$ cat src/rtl/wb_stage.sv
// wb_stage: write-back buffer between the MEM stage and the register file.
//
// Results from MEM are queued in an in-order FIFO of DEPTH entries (2 or 4).
// The head entry drives the register-file write port unless the port is held.
// Entries that do not write (wb_en=0 or dest=0) still drain, one per cycle,
// without a write strobe. A combinational hazard output tells decode when one
// of its sources is still waiting in the buffer.
//
// Ports
//   clk, rst              clock; asynchronous active-low reset
//   in_valid / in_ready   MEM-side handshake
//   in_wb_en, in_mem_r_en, in_dest, in_alu_result, in_mem_data
//                         result fields; load data is chosen at enqueue
//   wb_hold               register-file write port unavailable this cycle
//   WB_Write_Enable, WB_Dest, WB_Data
//                         register-file write port
//   hz_src1, hz_src2, hz_single_src, wb_hazard
//                         decode-stage dependency check
//   count                 occupied buffer entries
module wb_stage #(
  parameter int DEPTH = 2
) (
  input  logic        clk,
  input  logic        rst,
  input  logic        in_valid,
  output logic        in_ready,
  input  logic        in_wb_en,
  input  logic        in_mem_r_en,
  input  logic [4:0]  in_dest,
  input  logic [31:0] in_alu_result,
  input  logic [31:0] in_mem_data,
  input  logic        wb_hold,
  output logic        WB_Write_Enable,
  output logic [4:0]  WB_Dest,
  output logic [31:0] WB_Data,
  input  logic [4:0]  hz_src1,
  input  logic [4:0]  hz_src2,
  input  logic        hz_single_src,
  output logic        wb_hazard,
  output logic [2:0]  count
);

  // DEPTH is a power of two, so pointers wrap naturally in PW bits.
  localparam int PW = (DEPTH == 4) ? 2 : 1;

  logic          ent_wb_en [DEPTH];
  logic [4:0]    ent_dest  [DEPTH];
  logic [31:0]   ent_data  [DEPTH];

  logic [PW-1:0] rd_ptr;
  logic [PW-1:0] wr_ptr;
  logic [2:0]    cnt;

  logic          push;
  logic          pop;
  logic          not_empty;
  logic          hazard_c;

  assign not_empty = (cnt != 3'd0);
  assign in_ready  = (cnt < 3'(DEPTH));
  assign push      = in_valid && in_ready;
  assign pop       = not_empty && !wb_hold;
  assign count     = cnt;

  always_ff @(posedge clk or negedge rst) begin
    if (!rst) begin
      rd_ptr <= '0;
      wr_ptr <= '0;
      cnt    <= 3'd0;
      for (int i = 0; i < DEPTH; i++) begin
        ent_wb_en[i] <= 1'b0;
        ent_dest[i]  <= 5'd0;
        ent_data[i]  <= 32'd0;
      end
    end else begin
      if (push) begin
        ent_wb_en[wr_ptr] <= in_wb_en;
        ent_dest[wr_ptr]  <= in_dest;
        ent_data[wr_ptr]  <= in_mem_r_en ? in_mem_data : in_alu_result;
        wr_ptr            <= wr_ptr + PW'(1);
      end
      if (pop) begin
        rd_ptr <= rd_ptr + PW'(1);
      end
      case ({push, pop})
        2'b10:   cnt <= cnt + 3'd1;
        2'b01:   cnt <= cnt - 3'd1;
        default: cnt <= cnt;
      endcase
    end
  end

  // Write port: head entry when something is buffered, zero otherwise.
  always_comb begin
    WB_Write_Enable = 1'b0;
    WB_Dest         = 5'd0;
    WB_Data         = 32'd0;
    if (not_empty) begin
      WB_Dest         = ent_dest[rd_ptr];
      WB_Data         = ent_data[rd_ptr];
      WB_Write_Enable = !wb_hold && ent_wb_en[rd_ptr] && (ent_dest[rd_ptr] != 5'd0);
    end
  end

  // An entry is occupied when its distance from the head is below cnt.
  // The head being written this cycle is still occupied, since decode reads
  // the register file in the same cycle and would miss the new value.
  always_comb begin
    logic [PW-1:0] off;
    off      = '0;
    hazard_c = 1'b0;
    for (int i = 0; i < DEPTH; i++) begin
      off = PW'(i) - rd_ptr;
      if ((3'(off) < cnt) && ent_wb_en[i] && (ent_dest[i] != 5'd0)) begin
        if ((ent_dest[i] == hz_src1) ||
            (!hz_single_src && (ent_dest[i] == hz_src2))) begin
          hazard_c = 1'b1;
        end
      end
    end
  end

  assign wb_hazard = hazard_c;

endmodule

$ cat config.mk
export PLATFORM = sky130hd
export DESIGN_NAME = wb_stage
export DESIGN_NICKNAME = d
export VERILOG_FILES = /design/src/rtl/wb_stage.sv
export SDC_FILE = /design/constraint.sdc
export NUM_CORES = 1
export LEC_CHECK = 0
export CAP_MARGIN = 20
export CORE_MARGIN = 2
export CORE_UTILIZATION = 40
export CTS_BUF_LIST = sky130_fd_sc_hd__clkbuf_2 sky130_fd_sc_hd__clkbuf_4 sky130_fd_sc_hd__clkbuf_8
export DETAILED_ROUTE_END_ITERATION = 8
export PLACE_DENSITY = 0.78
export SLEW_MARGIN = 15
export SYNTH_ARGS = -nofsm -noshare
export SYNTH_HDL_FRONTEND = slang
export SYNTH_SLANG_ARGS = --single-unit
$ cat constraint.sdc
create_clock -name clk -period 1.75 [get_ports clk]
set_input_delay 0.35 -clock clk [delete_from_list [all_inputs] [get_ports clk]]
set_output_delay 0.35 -clock clk [all_outputs]
set_load 0.1 [all_outputs]
# --- Word-level counts from Yosys, hierarchy flattened ---
# Cells that the tools add are included.
word_totals:
  regBits: 81
  input_bits: 86
  output_inout_bits: 43
  elab_cells: 76
op_classes:
  add_sub_neg: 6
  magnitude_cmp: 6
  n_eq_ne: 6
  n_mux: 27
  bitwise: 2
  n_reduce_logical: 20
op_table:
  columns: ["cell", "count"]
  rows:
  - ["2-to-1 mux 32 bit", 6]
  - ["bitwise mux 64 bit", 1]
  - ["demux 32 bit (select 1 bit)", 1]
  - ["2-to-1 mux 5 bit", 5]
  - ["equality test 5 bit", 4]
  - ["nonzero test 5 bit", 3]
  - ["logical AND 1 bit", 11]
  - ["bitwise mux 10 bit", 1]
  - ["2-to-1 mux 1 bit", 9]
  - ["< comparator 1 x 3 -> 1 bit", 2]
  - ["one-hot mux 3 bit (2 select lines)", 1]
  - ["demux 5 bit (select 1 bit)", 1]
  - ["greater-or-equal comparator 2 bit (second input constant)", 2]
  - ["NOT 1 -> 2 bit", 2]
  - ["adder 3 x 1 -> 3 bit (second input constant)", 1]
  - ["< comparator 3 x 2 -> 1 bit (second input constant)", 1]
  - ["nonzero test 3 bit", 1]
  - ["subtractor 3 x 1 -> 3 bit (second input constant)", 1]
  - ["adder 1 bit (second input constant)", 2]
  - ["bitwise mux 2 bit", 1]
  - ["equality test 2 x 1 -> 1 bit (second input constant)", 1]
  - ["equality test 2 bit (second input constant)", 1]
  - ["logical NOT 1 bit", 2]
  - ["logical OR 1 bit", 2]
  - ["other kinds (4)", 5]

# --- Depth between registers and ports, before layout ---
depth:
  ltp_word: 7
  ltp_mapped: 8
  mapped_depth_nobuf: 8

# --- Least setup slack after synthesis ---
# OpenSTA, ideal clock, no wires.
synth_timing:
  kind: "reg2out"
  startpoint: "reg cnt[1], in the netlist count[1]"
  endpoint: "out WB_Write_Enable"
  t_arrival_ns: 3.465
  required_ns: 1.400
  setup_slack_ns: -2.065
  stages_incl_launch_ff: 4
  n_path_buf: 1
  path_cell_list: "dfrtp_1 -> nor3_1 -> clkbuf_1 -> nor3_1"
synth_between:
  elab_chain_cells: 2
synth_lines:
  columns: ["item", "line", "source"]
  rows:
  - ["from (decl)", "52", "logic [2:0] cnt;"]
  - ["from (signal assigned)", "86", "2'b10: cnt <= cnt + 3'd1;"]
  - ["from (signal assigned)", "87", "2'b01: cnt <= cnt - 3'd1;"]
  - ["from (signal assigned)", "88", "default: cnt <= cnt;"]
  - ["nonzero test 3 bit", "59", "assign not_empty = (cnt != 3'd0);"]
  - ["2-to-1 mux 1 bit", "98", "if (not_empty) begin"]
  - ["to (decl)", "33", "output logic WB_Write_Enable,"]
# Every way passes these cells.

# --- Final worst setup path ---
layout_timing:
  startpoint: "reg ent_dest[9] (netlist name)"
  endpoint: "out wb_hazard"
layout_between:
  elab_chain_cells: 7
  word_cells_on_any_way: 10
  classes_between: "eq/ne: 2; mux: 4; reduce/logical: 4"
layout_lines:
  columns: ["item", "line", "source"]
  rows:
  - ["from (decl)", "47", "logic [4:0] ent_dest [DEPTH];"]
  - ["from (signal, indexed assignment)", "78", "ent_dest[wr_ptr] <= in_dest;"]
  - ["equality test 5 bit", "116", "(!hz_single_src && (ent_dest[i] == hz_src2))) begin"]
  - ["logical AND 1 bit", "116", null]
  - ["logical OR 1 bit", "115", "if ((ent_dest[i] == hz_src1) ||"]
  - ["2-to-1 mux 1 bit", "115", null]
  - ["2-to-1 mux 1 bit *", "114", "if ((3'(off) < cnt) && ent_wb_en[i] && (ent_dest[i] != 5'd0)) begin"]
  - ["2-to-1 mux 1 bit", "115", null]
  - ["2-to-1 mux 1 bit *", "114", null]
  - ["to (decl)", "39", "output logic wb_hazard,"]
# Every way passes the cells marked *; elsewhere a longest branch is shown, timed or not.

==> impl_metrics.prom <==
# TYPE chip_impl_metric gauge
chip_impl_metric{name="cp.required",unit="ns"} 1.40
chip_impl_metric{name="gp_congestion",unit=""} 0.814
chip_impl_info{name="violations",value="setup timing"} 1
chip_impl_metric{name="floorplan.initialDensity",unit=""} 0.409
chip_impl_metric{name="width_of_the_chip",unit="µm"} 107
chip_impl_metric{name="cap_viol_max_count",unit=""} 0
chip_impl_metric{name="finalWirelength",unit="µm"} 13100
chip_impl_metric{name="synth_top_area_frac",unit=""} 0.482
chip_impl_metric{name="timing.max_slew.rel_slack",unit=""} 0.740
chip_impl_metric{name="dr.first_iter.drc_count",unit=""} 168
chip_impl_metric{name="syn_area",unit="µm²"} 4210
chip_impl_metric{name="synth.lib_cells_used.distinct",unit=""} 30
chip_impl_metric{name="hpwl",unit="µm"} 8390
chip_impl_metric{name="worstPathBufferInverterCount",unit=""} 1
chip_impl_info{name="worstSetupEndpointType",value="output pin"} 1
chip_impl_metric{name="clkSinkCount",unit=""} 81
chip_impl_metric{name="overflow",unit=""} 0
chip_impl_info{name="synth.most_common_cell",value="sky130_fd_sc_hd__nor2_1"} 1
chip_impl_metric{name="layout.filler_cells",unit=""} 676
chip_impl_info{name="setup.worst_path.end",value="wb_hazard"} 1
chip_impl_info{name="timing.critical_path.slowest_stage_cell",value="sky130_fd_sc_hd__or4_4"} 1
chip_impl_metric{name="firstDrtPassIters",unit=""} 4
chip_impl_info{name="ys.flop_type",value="sky130_fd_sc_hd__dfrtp_1"} 1
chip_impl_info{name="rsz0062_at_grt",value="yes"} 1
chip_impl_metric{name="grt_antenna_before_repair",unit=""} 0
chip_impl_info{name="top_cell_type_by_total_area_after_synthesis",value="sky130_fd_sc_hd__dfrtp_1"} 1
chip_impl_metric{name="per_instance_average_area_after_synthesis",unit="µm²"} 10.2
chip_impl_info{name="critical_path.reg2reg.endpoint",value="ent_wb_en[1]"} 1
chip_impl_metric{name="floorplan.rows",unit=""} 37
chip_impl_metric{name="syn-instance-count",unit=""} 414
chip_impl_metric{name="arrival",unit="ns"} 1.93
chip_impl_metric{name="report.final.slew_viol_count",unit=""} 0
chip_impl_metric{name="syn2layout_area_growth",unit="%"} 81.9
chip_impl_metric{name="final-hold-violation-count",unit=""} 0
chip_impl_metric{name="grt_pass1_vias",unit=""} 4018
chip_impl_info{name="cp_launch_type",value="register"} 1
chip_impl_metric{name="grt_pass1_wl",unit="µm"} 20100
chip_impl_metric{name="synth-edff-count",unit=""} 0
chip_impl_metric{name="die_outline_area",unit="µm²"} 11300
chip_impl_info{name="critical_path.startpoint",value="ent_dest[9]"} 1
chip_impl_metric{name="path_max_fanout",unit=""} 2
chip_impl_info{name="crit_type",value="register to output pin"} 1
chip_impl_metric{name="htree_num_levels",unit=""} 3
chip_impl_info{name="worst_path_dominant_cell_family",value="simple AND/OR/NAND/NOR gates"} 1
chip_impl_metric{name="finish.net_count",unit=""} 669
chip_impl_metric{name="worstRegToRegCells",unit=""} 5
chip_impl_metric{name="final.min_clock_period",unit="ns"} 2.28
chip_impl_metric{name="syn_nets",unit=""} 502
chip_impl_info{name="cp_cell_sequence",value="or4_4 > o21ai_4 > nor2b_2 > a22o_4 > buf_12"} 1
chip_impl_metric{name="finClkSkew",unit="ns"} 0.0111
chip_impl_info{name="tritoncts_clock_tree",value="done"} 1
chip_impl_metric{name="postSynthRegisterBits",unit=""} 81
chip_impl_metric{name="postLayoutCellArea",unit="µm²"} 7650
chip_impl_metric{name="ant_nets",unit=""} 0
chip_impl_metric{name="vias",unit=""} 3759
chip_impl_metric{name="diodes",unit=""} 0
chip_impl_metric{name="io_buffer_count",unit=""} 128
chip_impl_metric{name="synth_sequential_area_ratio",unit=""} 0.482
chip_impl_metric{name="grt_max_degree",unit=""} 37
chip_impl_metric{name="wire_length_per_cell",unit="µm"} 18.1
chip_impl_metric{name="routed_via_density",unit=""} 5.21
chip_impl_metric{name="r2r_setup_slack",unit="ns"} -0.08
chip_impl_info{name="reg2reg_from",value="count[2]"} 1
chip_impl_metric{name="timing.critical_path.depth",unit=""} 5
chip_impl_info{name="netlist_top_cells_area",value="sky130_fd_sc_hd__dfrtp_1 48%, sky130_fd_sc_hd__mux2i_1 17%, sky130_fd_sc_hd__nor2_1 9.5%, sky130_fd_sc_hd__a21oi_1 7.7%, sky130_fd_sc_hd__xor2_1 2.9%"} 1
chip_impl_metric{name="clk_latency",unit="ns"} 0.35
chip_impl_metric{name="setup_ws",unit="ns"} -0.534
chip_impl_metric{name="drive_gt1_frac",unit=""} 0.429
chip_impl_metric{name="finalSetupViolCount",unit=""} 79
chip_impl_metric{name="slowest_delay",unit="ns"} 0.55
chip_impl_info{name="synthTopCellsByCount",value="106 x sky130_fd_sc_hd__nor2_1, 81 x sky130_fd_sc_hd__dfrtp_1, 70 x sky130_fd_sc_hd__mux2i_1, 65 x sky130_fd_sc_hd__a21oi_1, 18 x sky130_fd_sc_hd__buf_2"} 1
chip_impl_metric{name="synth_warnings",unit=""} 0
chip_impl_metric{name="io_pins",unit=""} 129
chip_impl_metric{name="postSynth.asyncResetShare",unit=""} 1.00
chip_impl_info{name="status",value="complete, but fails checks"} 1
chip_impl_metric{name="fp.dieH",unit="µm"} 107
chip_impl_metric{name="core_area",unit="µm²"} 10300
chip_impl_metric{name="maxClockFrequency",unit="MHz"} 438
chip_impl_metric{name="layout.core_utilization",unit=""} 0.744
chip_impl_metric{name="worst_pin_slew",unit="ns"} 0.380
chip_impl_metric{name="fin_crit_sh",unit=""} 1.30
chip_impl_metric{name="tritoncts.num_buffers",unit=""} 9
chip_impl_info{name="cts-root-buf",value="sky130_fd_sc_hd__clkbuf_8"} 1
chip_impl_metric{name="placed_cell_area",unit="µm²"} 6780
chip_impl_info{name="min-delay-path-class",value="primary input to async pin"} 1
chip_impl_metric{name="cts_max_path_buffers",unit=""} 2
chip_impl_metric{name="detail_route.drc_violations",unit=""} 0
chip_impl_metric{name="cts.reportedPaths.clkPinSlew",unit="ns"} 0.09
chip_impl_metric{name="gr-usage-all-layers",unit=""} 0.227
## placed cells by master (no fill, tap or decap), types with 2 or more instances in the layout
| master | n |
|---|---|
| sky130_fd_sc_hd__clkdlybuf4s50_1 | 83 |
| sky130_fd_sc_hd__dfrtp_1 | 77 |
| sky130_fd_sc_hd__mux2i_1 | 70 |
| sky130_fd_sc_hd__nor2_4 | 68 |
| sky130_fd_sc_hd__buf_12 | 57 |
| sky130_fd_sc_hd__nor2_1 | 35 |
| sky130_fd_sc_hd__a21oi_2 | 33 |
| sky130_fd_sc_hd__a21oi_1 | 32 |
| sky130_fd_sc_hd__buf_4 | 24 |
| sky130_fd_sc_hd__xor2_1 | 14 |
| sky130_fd_sc_hd__xnor2_1 | 11 |
| sky130_fd_sc_hd__clkbuf_8 | 10 |
| sky130_fd_sc_hd__buf_6 | 10 |
| sky130_fd_sc_hd__mux2_2 | 7 |
| sky130_fd_sc_hd__mux2_4 | 6 |
| sky130_fd_sc_hd__buf_16 | 6 |
| sky130_fd_sc_hd__nor2_2 | 3 |
| sky130_fd_sc_hd__dfrtp_4 | 3 |
| sky130_fd_sc_hd__nor3_4 | 2 |
| sky130_fd_sc_hd__inv_1 | 2 |
| sky130_fd_sc_hd__or4_4 | 2 |
| sky130_fd_sc_hd__o21ai_4 | 2 |
| sky130_fd_sc_hd__nand2_1 | 2 |
| sky130_fd_sc_hd__bufinv_16 | 2 |
| sky130_fd_sc_hd__clkinv_2 | 2 |
| sky130_fd_sc_hd__clkbuf_16 | 2 |
## flip-flops by register name, indices dropped and copies added, names as in the netlist
| signal | count |
|---|---|
| count | 3 |
| rd_ptr | 1 |
| ent_wb_en | 2 |
| wr_ptr | 1 |
| ent_dest | 10 |
| ent_data | 64 |
## layer usage
layer | up-vias | share of wire | track usage
met4 | 0 | 0.021 | 0.0751
met1 | 1862 | 0.41 | 0.285
met5 | - | 0 | 0
met3 | 26 | 0.048 | 0.0417
met2 | 128 | 0.52 | 0.396
li1 | 1743 | - | -
## cells by family (layout without fill, tap and decap cells)
kind of cell / after synthesis / after routing / synth area share
buffers and inverters: 32 / 202 / 0.0494
adder cells (fa/ha/maj): 2 / 2 / 0.00774
XOR/XNOR: 25 / 25 / 0.0521
multiplexers: 83 / 83 / 0.204
AO/OA/AOI/OAI: 71 / 71 / 0.0872
AND/OR/NAND/NOR: 120 / 121 / 0.118
flip-flops: 81 / 81 / 0.482
## worst min-delay path by stage
| stage | end | start | slack [ns] | cells after the start |
|---|---|---|---|---|
| final | ent_data[14] | rst | 0.46 | 2 |
| after CTS | ent_data[14] | rst | 0.48 | 2 |
| after floorplan | ent_data[0] | rst | 0.05 | 0 |
| after global placement | ent_data[14] | rst | 0.30 | 1 |
| after global routing | ent_data[14] | rst | 0.49 | 2 |
| after detailed placement | ent_data[14] | rst | 0.31 | 1 |
## worst reg2reg max path: stages (launching register included)
cell and delay (ns):
sky130_fd_sc_hd__dfrtp_4 0.51, sky130_fd_sc_hd__or3b_4 0.44, sky130_fd_sc_hd__buf_6 0.15, sky130_fd_sc_hd__nor2_8 0.14, sky130_fd_sc_hd__buf_12 0.17, sky130_fd_sc_hd__mux2_4 0.31
## area by class of cell
class                      instances  area [µm²]  share of cell area
clock buffer                      10         138              0.0180
sequential                        81        2040               0.267
clock inverter                     5        78.8              0.0103
tap                              136         170              0.0222
multi-input combinational        302        2720               0.355
inverter                           3        11.3             0.00147
timing repair buffer             184        2490               0.326
## metrics by stage
step	hold slack [ns]	setup WS [ns]	cells	TNS [ns]
final	0.464	-0.534	721	-15.03
after global routing	0.491	-0.579	721	-19.34
after CTS	0.481	-0.539	719	-16.21
after detailed placement	0.310	-0.475	689	-14.49
after global placement	0.305	-0.360	689	-12.53
after floorplan	0.0544	-0.425	414	-24.91
## what timing repair did
item                                    in CTS  in global routing
hold buffers                                 1                  0
gates cloned                                 7                  3
setup buffers                                7                  1
pin swaps                                   20                 15
endpoints found under the setup margin      97                 84
resized for setup                           40                 55
endpoints found under the hold margin       28                  0
Power is not shown: default switching activity piles up to over one toggle a cycle in this logic, so the estimate is an artifact.
